--- src/rtl/seq_detect_prog.sv ---
// rtl/seq_detect_prog.sv - programmable serial sequence detector; match counter enabled by SEQ_DET_CNT_EN
module seq_detect_prog #(
  parameter int               PAT_W   = 8,
  parameter logic [PAT_W-1:0] RST_PAT = 8'b0000_0110,
  parameter int               RST_LEN = 4,
  parameter int               GAP_MAX = 0,
  parameter int               CNT_W   = 16,
  localparam int              LEN_W   = $clog2(PAT_W + 1)
) (
  input  logic             clk,
  input  logic             rst_n,
  input  logic             data,
  input  logic             data_valid,
  input  logic             cfg_load,
  input  logic [PAT_W-1:0] cfg_pat,
  input  logic [PAT_W-1:0] cfg_mask,
  input  logic [LEN_W-1:0] cfg_len,
  input  logic             cfg_ovlp,
  input  logic             cnt_clr,
  output logic             match,
  output logic [CNT_W-1:0] match_cnt
);

  localparam logic [LEN_W-1:0] LEN_MAX = LEN_W'(PAT_W);

  logic [PAT_W-1:0] pat;
  logic [PAT_W-1:0] mask;
  logic [LEN_W-1:0] len;
  logic             ovlp;

  // Only PAT_W-1 past samples are ever needed: the newest bit of the window is the live input.
  logic [PAT_W-2:0] hist;
  logic [LEN_W-1:0] fill;

  logic [PAT_W-1:0] win;
  logic [PAT_W-1:0] len_mask;
  logic             sample;
  logic             fill_ok;
  logic             hit;
  logic             gap_expire;

  assign win    = {hist, data};
  assign sample = data_valid && !cfg_load;

  // Restrict the comparison to the low len bits of the window.
  always_comb begin
    len_mask = '0;
    for (int i = 0; i < PAT_W; i++) begin
      len_mask[i] = (i < int'(len));
    end
  end

  assign fill_ok = (({1'b0, fill} + 1'b1) >= {1'b0, len});
  assign hit     = sample && (len != '0) && fill_ok &&
                   (((win ^ pat) & mask & len_mask) == '0);

  // Runtime configuration, clamping over-long lengths to the physical window.
  always_ff @(posedge clk or negedge rst_n) begin
    if (!rst_n) begin
      pat  <= RST_PAT;
      mask <= '1;
      len  <= LEN_W'(RST_LEN);
      ovlp <= 1'b1;
    end else if (cfg_load) begin
      pat  <= cfg_pat;
      mask <= cfg_mask;
      len  <= (cfg_len > LEN_MAX) ? LEN_MAX : cfg_len;
      ovlp <= cfg_ovlp;
    end
  end

  // Sample history and fill level; fill restarts on load, non-overlapped hit or gap timeout.
  always_ff @(posedge clk or negedge rst_n) begin
    if (!rst_n) begin
      hist <= '0;
      fill <= '0;
    end else if (cfg_load) begin
      fill <= '0;
    end else if (data_valid) begin
      hist <= win[PAT_W-2:0];
      if (hit && !ovlp) begin
        fill <= '0;
      end else if (fill != LEN_MAX) begin
        fill <= fill + 1'b1;
      end
    end else if (gap_expire) begin
      fill <= '0;
    end
  end

  // Registered match pulse, one clock after the completing sample.
  always_ff @(posedge clk or negedge rst_n) begin
    if (!rst_n) begin
      match <= 1'b0;
    end else begin
      match <= hit;
    end
  end

  generate
    if (GAP_MAX > 0) begin : g_gap
      localparam int GAP_W = $clog2(GAP_MAX + 1);
      logic [GAP_W-1:0] gap;

      // Idle-cycle counter, saturating at GAP_MAX.
      always_ff @(posedge clk or negedge rst_n) begin
        if (!rst_n) begin
          gap <= '0;
        end else if (cfg_load || data_valid) begin
          gap <= '0;
        end else if (gap != GAP_W'(GAP_MAX)) begin
          gap <= gap + 1'b1;
        end
      end

      // History goes stale on the idle cycle that brings gap to GAP_MAX.
      assign gap_expire = !cfg_load && !data_valid && (gap >= GAP_W'(GAP_MAX - 1));
    end else begin : g_no_gap
      assign gap_expire = 1'b0;
    end
  endgenerate

`ifdef SEQ_DET_CNT_EN
  logic [CNT_W-1:0] cnt_q;

  // Saturating hit counter; a clear in the same cycle as a hit wins.
  always_ff @(posedge clk or negedge rst_n) begin
    if (!rst_n) begin
      cnt_q <= '0;
    end else if (cnt_clr) begin
      cnt_q <= '0;
    end else if (hit && (cnt_q != '1)) begin
      cnt_q <= cnt_q + 1'b1;
    end
  end

  assign match_cnt = cnt_q;
`else
  logic cnt_clr_unused;

  assign cnt_clr_unused = cnt_clr;
  assign match_cnt      = '0;
`endif

endmodule

--- config.mk ---
export PLATFORM = sky130hd
export DESIGN_NAME = seq_detect_prog
export DESIGN_NICKNAME = d
export VERILOG_FILES = /design/src/rtl/seq_detect_prog.sv
export SDC_FILE = /design/constraint.sdc
export NUM_CORES = 1
export LEC_CHECK = 0
export BUFFER_PORTS_ARGS = -buffer_cell sky130_fd_sc_hd__buf_2
export CAP_MARGIN = 25
export CELL_PAD_IN_SITES_DETAIL_PLACEMENT = 1
export CELL_PAD_IN_SITES_GLOBAL_PLACEMENT = 2
export CORE_MARGIN = 2
export CORE_UTILIZATION = 34
export DETAILED_ROUTE_END_ITERATION = 7
export GPL_TIMING_DRIVEN = 0
export PLACE_DENSITY = 0.86
export SYNTH_ARGS = -nofsm -noshare
export SYNTH_HDL_FRONTEND = slang
export SYNTH_SLANG_ARGS = --single-unit
--- constraint.sdc ---
create_clock -name clk -period 2.5 [get_ports clk]
set_input_delay 0.125 -clock clk [delete_from_list [all_inputs] [get_ports clk]]
set_output_delay 0.125 -clock clk [all_outputs]
set_load 0.01 [all_outputs]
Yosys cells after proc, flatten, opt, wreduce, memory -nomap -nowiden. Index checks and enable logic that the tools add are counted.

Bits of input ports: 27. Word-level logic and storage cells: 42. Output and inout port bits: 17. Register bits: 33.

Equality and inequality tests: 1. $lt $le $gt $ge: 10. Add/subtract/negate cells: 2. Bitwise logic cells: 4. Mux-type cells: 5. Reduce and logical (&&, ||, !) cells: 13.

Operators by type and width (number): $mux W4 (5); $and A8 B8 Y8 (2); $lt A3 B4 Y1 const A (4); $logic_not A8 Y1 (1); $lt A1 B4 Y1 const A (2); $lt A2 B4 Y1 const A (2); $xor A8 B8 Y8 (1); $add A4 B1 Y5 const B (1); $ge A5 B4 Y1 (1); $logic_and A1 B1 Y1 (5); $add A4 B1 Y4 const B (1); $gt A4 B4 Y1 const B (1); $ne A4 B4 Y1 const B (1); $reduce_and A2 Y1 (2); $reduce_bool A4 Y1 (1); $reduce_bool A3 Y1 (1); $logic_not A1 Y1 (2); $reduce_bool A2 Y1 (1); $not A1 Y1 (1).

Logic depth before layout (Yosys ltp). Gate-level depths: netlist of run 1.

Depth in word-level cells: 9. Mapped depth: 8.

Least setup slack after synthesis of run 1. Ideal clock, no wire load.

Path kind: register -> register. From: register fill[0]. To: register fill[0]. Slack: 458 ps. Period minus slack after synthesis: 2042 ps. Stages on the path, launching flop included: 8. Data arrival time: 1899 ps. Cell sequence: dfrtp_1 -> ha_1 -> xor2_1 -> ha_1 -> o21ai_0 -> o21ai_0 -> or4b_4 -> nor4b_1.

Longest elaborated chain between the ends: 8.

RTL lines: start, declared (RTL line 33) `logic [LEN_W-1:0] fill;`; start signal, assigned (RTL line 84) `fill <= fill + 1'b1;`; $add A4 B1 Y5 (RTL line 53) `assign fill_ok = (({1'b0, fill} + 1'b1) >= {1'b0, len});`; $ge A5 B4 Y1 (RTL line 53); $logic_and A1 B1 Y1 (2 in series) (RTL line 54) `assign hit = sample && (len != '0) && fill_ok &&`; $logic_and A1 B1 Y1 (RTL line 81) `if (hit && !ovlp) begin`; $mux W4 (RTL line 81); $mux W4 (RTL line 79) `end else if (data_valid) begin`; $mux W4 (RTL line 77) `end else if (cfg_load) begin`.

Parallel ways exist; a longest one is shown, timed or not. The select of a mux whose other input is x is not followed. A chain may end at the register's enable or synchronous reset.

Final worst setup path of run 1.
From: register fill[0]. To: register fill[3].

Same word-level chain as after synthesis.

==> run_results.csv, run 1 <==
group,metric,value,unit
outcome,status,"finished, final reports clean",
layout,regArea,841,um2
cts,numClockSinks,33,
synthesis,synthArstFlopShare,1.00,
sta,setup_viol,0,
worst_setup_path,crit_type,"flip-flop to flip-flop",
layout,layout-drive-gt1-share,0.451,
pwr,p_sw_frac,0.273,
sta,hold_viol,0,
synthesis,synthCells,154,
synthesis,synth.cell_area,1790,um2
cts,numCtsBuffers,5,
placement,place_hpwl,2730,um
worst_setup_path,cp.required,2680,ps
routing,routed_via_density,4.52,
routing,drc,0,
global_routing,grt_pass1_wl,5980,um
sta,fmax,434,MHz
synthesis,yosysTopAreaCell,"dfrtp_1",
cts,post-cts-setup-buffer-count,0,
floorplanning,fp.dieH,76.6,um
routing,drt_iter0_markers,23,
layout,n_antenna_cell,0,
pwr,vdd_drop_max,360,uV
sta,tightest_slew,723,ps
global_routing,antenna_found_initial,0,
layout,fin_nets,236,
pwr,p_sw,0.000410,W
global_routing,grt_usage,0.131,
pwr,p_per_area,685,nW/um2
routing,wirelength,3540,um
pwr,pwr-share-comb,0.193,
cts,clkLatencyLatePin,290,ps
synthesis,netlist.area_leader.share,0.293,
cts,cts_root_buf,"clkbuf_8",
layout,fin_area,2190,um2
pwr,p_leak,1.02,nW
synthesis,yosys-top-cells-area,"dfrtp_1, dfstp_2, mux2_2, buf_4, ha_1",
run,cap_violations,0,
floorplanning,dieWidth,76.6,um
floorplanning,dieArea,5870,um2
synthesis,ys_warn_count,0,
synthesis,yosysSeqAreaShare,0.469,
routing,firstDrtPassIters,3,
sta,min_period_over_period,0.921,
worst_setup_path,cp.arrival,2490,ps
layout,fillers,593,
cts,h-tree-depth,2,
routing,wl_per_cell,12.9,um
cts,cts_buffer_depth,2,
routing,vias,1239,
worst_setup_path,rrSetupSlack,200,ps
sta,post-route-min-period,2300,ps
worst_setup_path,endpoint_kind,"flip-flop",
pwr,seqPwrFrac,0.465,
floorplanning,ios,44,
layout,multiInputGateArea,827,um2
placement,routabilityCongestion,0.796,
synthesis,syn_avg_cell_area,11.6,um2
sta,max_slew_margin,0.518,
sta,fin_worst_skew,6.40,ps
floorplanning,initial_core_util,0.351,
worst_setup_path,start_kind,"flip-flop",
pwr,p_int,0.00109,W
cts,cts_tree,"yes",
synthesis,synth-seq-cells,33,
synthesis,synth_cell_type_count,33,
placement,port_buffers,26,
synthesis,ys.flop_type,"dfrtp_1",
routing,drtAntennaViolNets,0,
cts,clk_pin_slew,80,ps
pwr,clockPowerShare,0.342,
floorplanning,core_region_area,5110,um2
floorplanning,row_count,26,
cts,ctsResizeCount,0,
placement,placed_cell_area,2070,um2
sta,tns,0,ps
worst_hold_path,hp-class,"primary input to flip-flop",
global_routing,grt_overflow_total,0,
global_routing,grt_max_degree,34,
worst_setup_path,crit_fanout,7,
sta,grt_setup_unrepaired,"no",
sta,drv_slew,0,
layout,syn_to_final_growth,22.3,%
global_routing,grt_pass1_vias,1239,
synthesis,synth_edf_count,0,
cells by family after synthesis:
family / after synthesis / share of synthesized area
DFF: 33 / 0.469
and+or+nand+nor: 27 / 0.0957
buffers and inverters: 27 / 0.101
AOI/OAI and AO/OA: 26 / 0.0908
muxes: 24 / 0.151
xor gates and xnor gates: 10 / 0.0489
adders and majority gates: 6 / 0.0419
other: 1 / 0.00209
registers in the layout, indices dropped and copies added, names as in the netlist:
| register | flops |
|---|---|
| mask | 8 |
| pat | 8 |
| match | 1 |
| hist | 7 |
| fill | 4 |
| ovlp | 1 |
| len | 4 |
critical path, stage by stage (launching register included):
cell and delay [ps]:
dfrtp_1 450, ha_1 280, xor2_1 160, ha_1 280, o21ai_0 60, o21ai_0 220, or4b_4 540, a21oi_1 160
nor2_1 50
layer usage:
layer | wire length (um) | global-route usage
met1 | 1650 | 0.171
met3 | 174 | 0.0403
met4 | 53 | 0.0436
met5 | 0 | 0
met2 | 1670 | 0.206
cell usage after synthesis, drive strengths merged, types with 3 or more instances:
cell type / n
mux2: 24
dfrtp: 21
buf: 20
dfstp: 12
o21ai: 11
xor2: 8
ha: 6
inv: 6
a21oi: 4
nand2: 4
nand2b: 4
nand3: 4
nand3b: 4
nor2: 3
area by class of cell:
type                            instances  share of cell area
Sequential cell                        33               0.384
Multi-Input combinational cell        109               0.377
Buffer                                 21              0.0720
Timing Repair Buffer                   27              0.0640
Tap cell                               70              0.0400
Clock buffer                            5              0.0314
Clock inverter                          3              0.0211
Inverter                                6              0.0103
metrics by stage:
| step | util | setup slack, ps | power [W] | cells | hold WS (ps) |
|---|---|---|---|---|---|
| after floorplan | - | 458 | 0.000906 | 169 | -171 |
| after global placement | 0.404 | 249 | 0.000986 | 265 | 230 |
| after detailed placement | 0.404 | 175 | 0.00100 | 265 | 242 |
| after CTS | 0.429 | 164 | 0.00152 | 274 | 49.8 |
| after global routing | 0.429 | 17.7 | 0.00159 | 274 | 53.4 |
| final | 0.429 | 198 | 0.00150 | 274 | 59.1 |
cell usage in the layout, fill, tap and decap left out:
| master | netlist | final |
|---|---|---|
| nand3b_1 | 4 | 4 |
| xnor2_1 | 2 | 2 |
| nor2_1 | 3 | 3 |
| a211oi_1 | 2 | 2 |
| dfstp_2 | 12 | 12 |
| buf_4 | 19 | 19 |
| o21ai_0 | 11 | 11 |
| a31oi_1 | 2 | 2 |
| nand3_1 | 4 | 4 |
| clkbuf_8 | 0 | 5 |
| clkbuf_1 | 1 | 1 |
| buf_2 | 0 | 26 |
| dlygate4sd3_1 | 0 | 1 |
| a311o_1 | 1 | 1 |
| or4b_4 | 1 | 1 |
| clkinvlp_4 | 0 | 1 |
| nand2b_1 | 4 | 4 |
| ha_1 | 6 | 6 |
| o211ai_1 | 2 | 2 |
| bufinv_16 | 0 | 1 |
| and4b_1 | 1 | 1 |
| o311a_1 | 1 | 1 |
| buf_6 | 1 | 1 |
| o2111ai_1 | 1 | 1 |
| mux2_2 | 24 | 24 |
| a2bb2oi_1 | 1 | 1 |
| nor2b_1 | 2 | 2 |
| conb_1 | 1 | 16 |
| o21a_1 | 1 | 1 |
| inv_1 | 6 | 6 |
| and4bb_2 | 1 | 1 |
| dfrtp_1 | 21 | 21 |
| a21oi_1 | 4 | 4 |
| clkinv_4 | 0 | 1 |
| and3_1 | 1 | 1 |
| nand2_1 | 4 | 4 |
| xor2_1 | 8 | 8 |
| nor4b_1 | 1 | 1 |
| nor4_1 | 1 | 1 |
power groups by stage:
stage	logic (W)	registers [W]	clock network (W)
after floorplan	0.000218	0.000687	0
after global placement	0.000282	0.000704	0
after detailed placement	0.000292	0.000711	0
after CTS	0.000295	0.000701	0.000529
after global routing	0.000327	0.000712	0.000553
final	0.000290	0.000698	0.000513
repair_timing:
item	CTS	global route
hold endpoints to repair	21	0
hold buffers	1	0
endpoints found under the setup margin	0	0
path summary, 6_finish.rpt:
path	from	end	cells past startpoint
worst max-delay path	fill[0]	fill[3]	8
worst min-delay path	cfg_pat[2]	pat[2]	2
worst max register to register	fill[0]	fill[3]	8
worst min register to register	pat[0]	pat[0]	1
max in group asynchronous	rst_n	hist[0]	2
min in group asynchronous	rst_n	match	2
(Power assumes the default switching activity.)
==> run 2, diff against run 1 <==
- CORE_UTILIZATION: 34 -> 30
- PLACE_DENSITY: 0.86 -> not set
- PLACE_DENSITY_LB_ADDON: not set -> 0.15
- clock period: 2.5 -> 1.95 ns (I/O delays scaled with it)
==> run_results.csv, run 2 (synthesized netlist as in run 1, its figures left out) <==
group,metric,value,unit
worst_setup_path,crit_fanout,4,
sta,layout_setup_ws,-194,ps
worst_setup_path,max_stage_delay,540,ps
layout,n_antenna_cell,0,
worst_setup_path,crit_chain,"ha_4 > xor2_2 > ha_1 > o21ai_1 > o21ai_1 > or4b_4 > nor4b_4",
routing,drc,0,
cts,cts_tree,"yes",
cts,cts_root_buf,"clkbuf_8",
routing,drt_iter0_markers,34,
pwr,power,0.00182,W
sta,tns,-674,ps
floorplanning,ios,44,
sta,fmax,466,MHz
global_routing,grt_max_degree,34,
worst_setup_path,crit_type,"flip-flop to flip-flop",
worst_setup_path,cpMostUsedCell,"o21ai_1",
sta,hold_viol,0,
pwr,vdd_drop_max,436,uV
layout,fillers,652,
floorplanning,initial_core_util,0.306,
routing,vias,1279,
layout,syn_to_final_growth,27.3,%
cts,clkLatencyLatePin,280,ps
global_routing,grt_pass1_vias,1338,
layout,final_cell_mix,"buf_2, mux2_2, buf_4",
placement,place_hpwl,3010,um
layout,layout-drive-gt1-share,0.531,
sta,post-route-min-period,2140,ps
worst_setup_path,cp.required,2090,ps
placement,port_buffers,26,
global_routing,grt_overflow_total,0,
outcome,violations,"negative setup slack",
layout,final_core_util,0.390,
worst_setup_path,path_buf_inv,0,
sta,setup_viol,4,
floorplanning,fp.dieH,81.3,um
cts,numClockSinks,33,
worst_setup_path,cpMaxStageDelayCell,"or4b_4",
worst_hold_path,hp-class,"primary input to flip-flop",
global_routing,antenna_found_initial,0,
floorplanning,dieWidth,81.3,um
floorplanning,dieArea,6610,um2
pwr,p_leak,1.04,nW
placement,routabilityCongestion,0.703,
sta,max_slew_margin,0.493,
worst_setup_path,cp.arrival,2280,ps
floorplanning,row_count,28,
global_routing,grt_pass1_wl,6610,um
pwr,p_per_area,797,nW/um2
layout,final_common_cell,"buf_2",
worst_setup_path,start_kind,"flip-flop",
cts,cts_buffer_depth,2,
cts,h-tree-depth,2,
global_routing,grt_usage,0.135,
run,cap_violations,0,
sta,grt_setup_unrepaired,"yes",
worst_setup_path,crit_family,"simple AND/OR/NAND/NOR gates",
sta,fin_worst_skew,5.18,ps
sta,hold_ws,40.7,ps
sta,tightest_slew,760,ps
routing,drtAntennaViolNets,0,
routing,wl_per_cell,14.5,um
layout,top_regs,"mask: 8 flops, pat: 8 flops, hist: 7 flops",
placement,placed_cell_area,2080,um2
layout,fin_nets,239,
routing,firstDrtPassIters,4,
layout,regArea,845,um2
cts,numCtsBuffers,5,
floorplanning,core_region_area,5850,um2
sta,drv_slew,0,
worst_setup_path,endpoint_kind,"flip-flop",
cts,clk_pin_slew,70,ps
routing,wirelength,4100,um
layout,fin_area,2280,um2
layout,multiInputGateArea,910,um2
outcome,status,"finished, violations left",
routing,routed_via_density,4.54,
sta,min_period_over_period,1.10,
==> run 2: where the power goes <==
part	internal [W]	total (W)	switching [W]	leakage, nW
registers	0.000808	0.000902	0.0000937	0.382
logic	0.000228	0.000407	0.000179	0.616
clock network	0.000246	0.000509	0.000262	0.0439
==> run 2: final cells by class <==
class                           instances  share of cell area
Buffer                                 21              0.0691
Clock buffer                            5              0.0302
Clock inverter                          3             0.00768
Inverter                                6             0.00987
Multi-Input combinational cell        109               0.399
Sequential cell                        33               0.370
Tap cell                               75              0.0411
Timing Repair Buffer                   30              0.0730
==> run 2: routing by layer <==
| layer | vias up | GRT usage | part of all wire |
|---|---|---|---|
| met4 | 0 | 0.0356 | 0.0037 |
| met1 | 634 | 0.157 | 0.42 |
| met2 | 26 | 0.242 | 0.53 |
| met3 | 2 | 0.0378 | 0.045 |
| met5 | - | 0 | 0 |
| li1 | 617 | - | - |
==> run 2: per-stage QoR <==
stage	worst slack, ps	instances
global route	-268	282
finish	-194	282
detailed placement	-273	270
global placement	-202	270
CTS	-177	282
floorplan	-12.0	169
==> run 2: what timing repair did <==
item / in CTS / in global routing
endpoints found under the hold margin: 21 / 0
pin swaps: 4 / 5
setup endpoints to repair: 4 / 4
setup buffers: 3 / 0
gates resized for setup: 7 / 12
hold buffers: 1 / 0
==> run 2: worst paths after layout <==
kind,start,end,slack (ps),cells past startpoint
max,fill[0],fill[0],-190,7
min,cfg_pat[3],pat[3],40,2
max reg2reg,fill[0],fill[0],-190,7
min reg2reg,pat[3],pat[3],530,1
max in group asynchronous,rst_n,fill[1],1010,2
min in group asynchronous,rst_n,match,420,2
==> run 3, diff against run 2 <==
- BUFFER_PORTS_ARGS: -buffer_cell sky130_fd_sc_hd__buf_2 -> -buffer_cell sky130_fd_sc_hd__buf_4
==> run_results.csv, run 3 (synthesized netlist as in run 1, its figures left out) <==
group,metric,value,unit
outcome,status,"finished, violations left",
outcome,violations,"negative setup slack",
worst_hold_path,worstHoldEndpoint,"pat[7]",
layout,regArea,845,um2
layout,final_common_cell,"buf_4",
floorplanning,dieWidth,81.3,um
layout,layout-drive-gt1-share,0.531,
layout,final_cell_mix,"buf_4, mux2_2, dfrtp_1",
worst_hold_path,min_path_cells,2,
routing,drc,0,
pwr,p_per_area,842,nW/um2
cts,clkLatencyLatePin,290,ps
sta,fin_worst_skew,6.43,ps
routing,wl_per_cell,14.5,um
layout,n_antenna_cell,0,
floorplanning,dieArea,6610,um2
floorplanning,ios,44,
placement,place_hpwl,2940,um
routing,routed_via_density,4.51,
sta,setup_viol,4,
global_routing,grt_pass1_wl,6620,um
layout,syn_to_final_growth,32.6,%
worst_setup_path,cpMostUsedCell,"o21ai_2",
worst_setup_path,max_stage_delay,530,ps
routing,firstDrtPassIters,4,
worst_setup_path,r2r_start,"fill[1]",
worst_setup_path,r2r-end,"fill[0]",
placement,place_inst,270,
routing,vias,1280,
worst_setup_path,r2r_cells,7,
sta,tns,-495,ps
layout,top_regs,"mask: 8 flops, pat: 8 flops, hist: 7 flops",
worst_hold_path,min_from,"cfg_pat[7]",
sta,drv_slew,0,
placement,port_buffers,26,
worst_setup_path,crit_chain,"ha_4 > xor2_1 > ha_1 > o21ai_2 > o21ai_2 > or4b_4 > nor4b_4",
worst_setup_path,endpoint_kind,"flip-flop",
layout,instances_no_fill,284,
worst_setup_path,crit_fanout,4,
routing,drt_iter0_markers,38,
pwr,p_leak,1.09,nW
layout,final_core_util,0.406,
layout,fillers,645,
worst_setup_path,crit_path_start,"fill[1]",
routing,drtAntennaViolNets,0,
routing,wirelength,4110,um
sta,tightest_slew,791,ps
global_routing,grt_max_degree,34,
cts,cts_buffer_depth,2,
cts,cts_root_buf,"clkbuf_8",
sta,fmax,478,MHz
global_routing,grt_overflow_total,0,
sta,grt_setup_unrepaired,"yes",
worst_setup_path,cp.arrival,2230,ps
placement,routabilityCongestion,0.709,
global_routing,antenna_found_initial,0,
floorplanning,core_region_area,5850,um2
global_routing,grt_usage,0.137,
cts,h-tree-depth,2,
worst_setup_path,cpMaxStageDelayCell,"or4b_4",
cts,clk_pin_slew,80,ps
worst_hold_path,hp-class,"primary input to flip-flop",
pwr,vdd_drop_max,409,uV
cts,cts_tree,"yes",
layout,fin_nets,241,
floorplanning,initial_core_util,0.306,
cts,numCtsBuffers,5,
floorplanning,fp.dieH,81.3,um
pwr,power,0.00200,W
worst_setup_path,cp.required,2090,ps
sta,min_period_over_period,1.07,
sta,hold_viol,0,
worst_setup_path,crit_type,"flip-flop to flip-flop",
worst_setup_path,start_kind,"flip-flop",
sta,post-route-min-period,2090,ps
global_routing,grt_pass1_vias,1392,
worst_setup_path,rrSetupSlack,-140,ps
sta,layout_setup_ws,-142,ps
placement,placed_cell_area,2140,um2
layout,fin_area,2380,um2
layout,multiInputGateArea,895,um2
floorplanning,row_count,28,
run,cap_violations,0,
cts,numClockSinks,33,
sta,max_slew_margin,0.472,
-- run 3: timing repair --
action	4_1_cts	5_1_grt
setup endpoints to repair	4	4
pin swaps	3	4
endpoints found under the hold margin	21	0
gates cloned	0	0
gates resized for setup	6	10
hold buffers	1	0
setup buffers	3	2
-- run 3: critical path: cells and delay by family, from the launching register on --
kind	cells	cell delay (ps)
flip-flops	1	450
adder cells (fa/ha/maj)	2	470
AND/OR/NAND/NOR	2	690
XOR/XNOR	1	140
AO/OA/AOI/OAI	2	200
-- run 3: cell type report --
type                            count  share of cell area
Buffer                             21              0.0664
Clock buffer                        6              0.0348
Clock inverter                      2              0.0158
Inverter                            6             0.00948
Multi-Input combinational cell    109               0.377
Sequential cell                    33               0.355
Tap cell                           75              0.0395
Timing Repair Buffer               32               0.102
-- run 3: how the worst max path moves through the flow --
stage	cells after the start	end
detailed placement	7	fill[0]
global placement	7	fill[0]
floorplan	7	fill[0]
finish	7	fill[0]
CTS	7	fill[0]
global route	8	fill[3]
-- run 3: where the power goes --
group / total (W) / switching, W / leakage (nW) / internal, W
clock network: 0.000678 / 0.000262 / 0.0574 / 0.000415
logic: 0.000426 / 0.000181 / 0.650 / 0.000244
registers: 0.000898 / 0.0000901 / 0.382 / 0.000808
-- run 3: per-layer routing --
layer  up-vias  global-route usage  wire length [um]
li1        620                   -                 -
met1       628               0.154              1700
met2        28               0.243              2170
met3         4              0.0422               192
met4         0              0.0508                46
met5         -                   0                 0
-- run 3: metrics by stage --
stage / hold WS, ps / setup slack [ps]
final: 34.4 / -142
after global routing: 23.9 / -209
after CTS: 27.0 / -164
after detailed placement: 80.5 / -257
after global placement: 62.7 / -196
after floorplan: -198 / -12.0
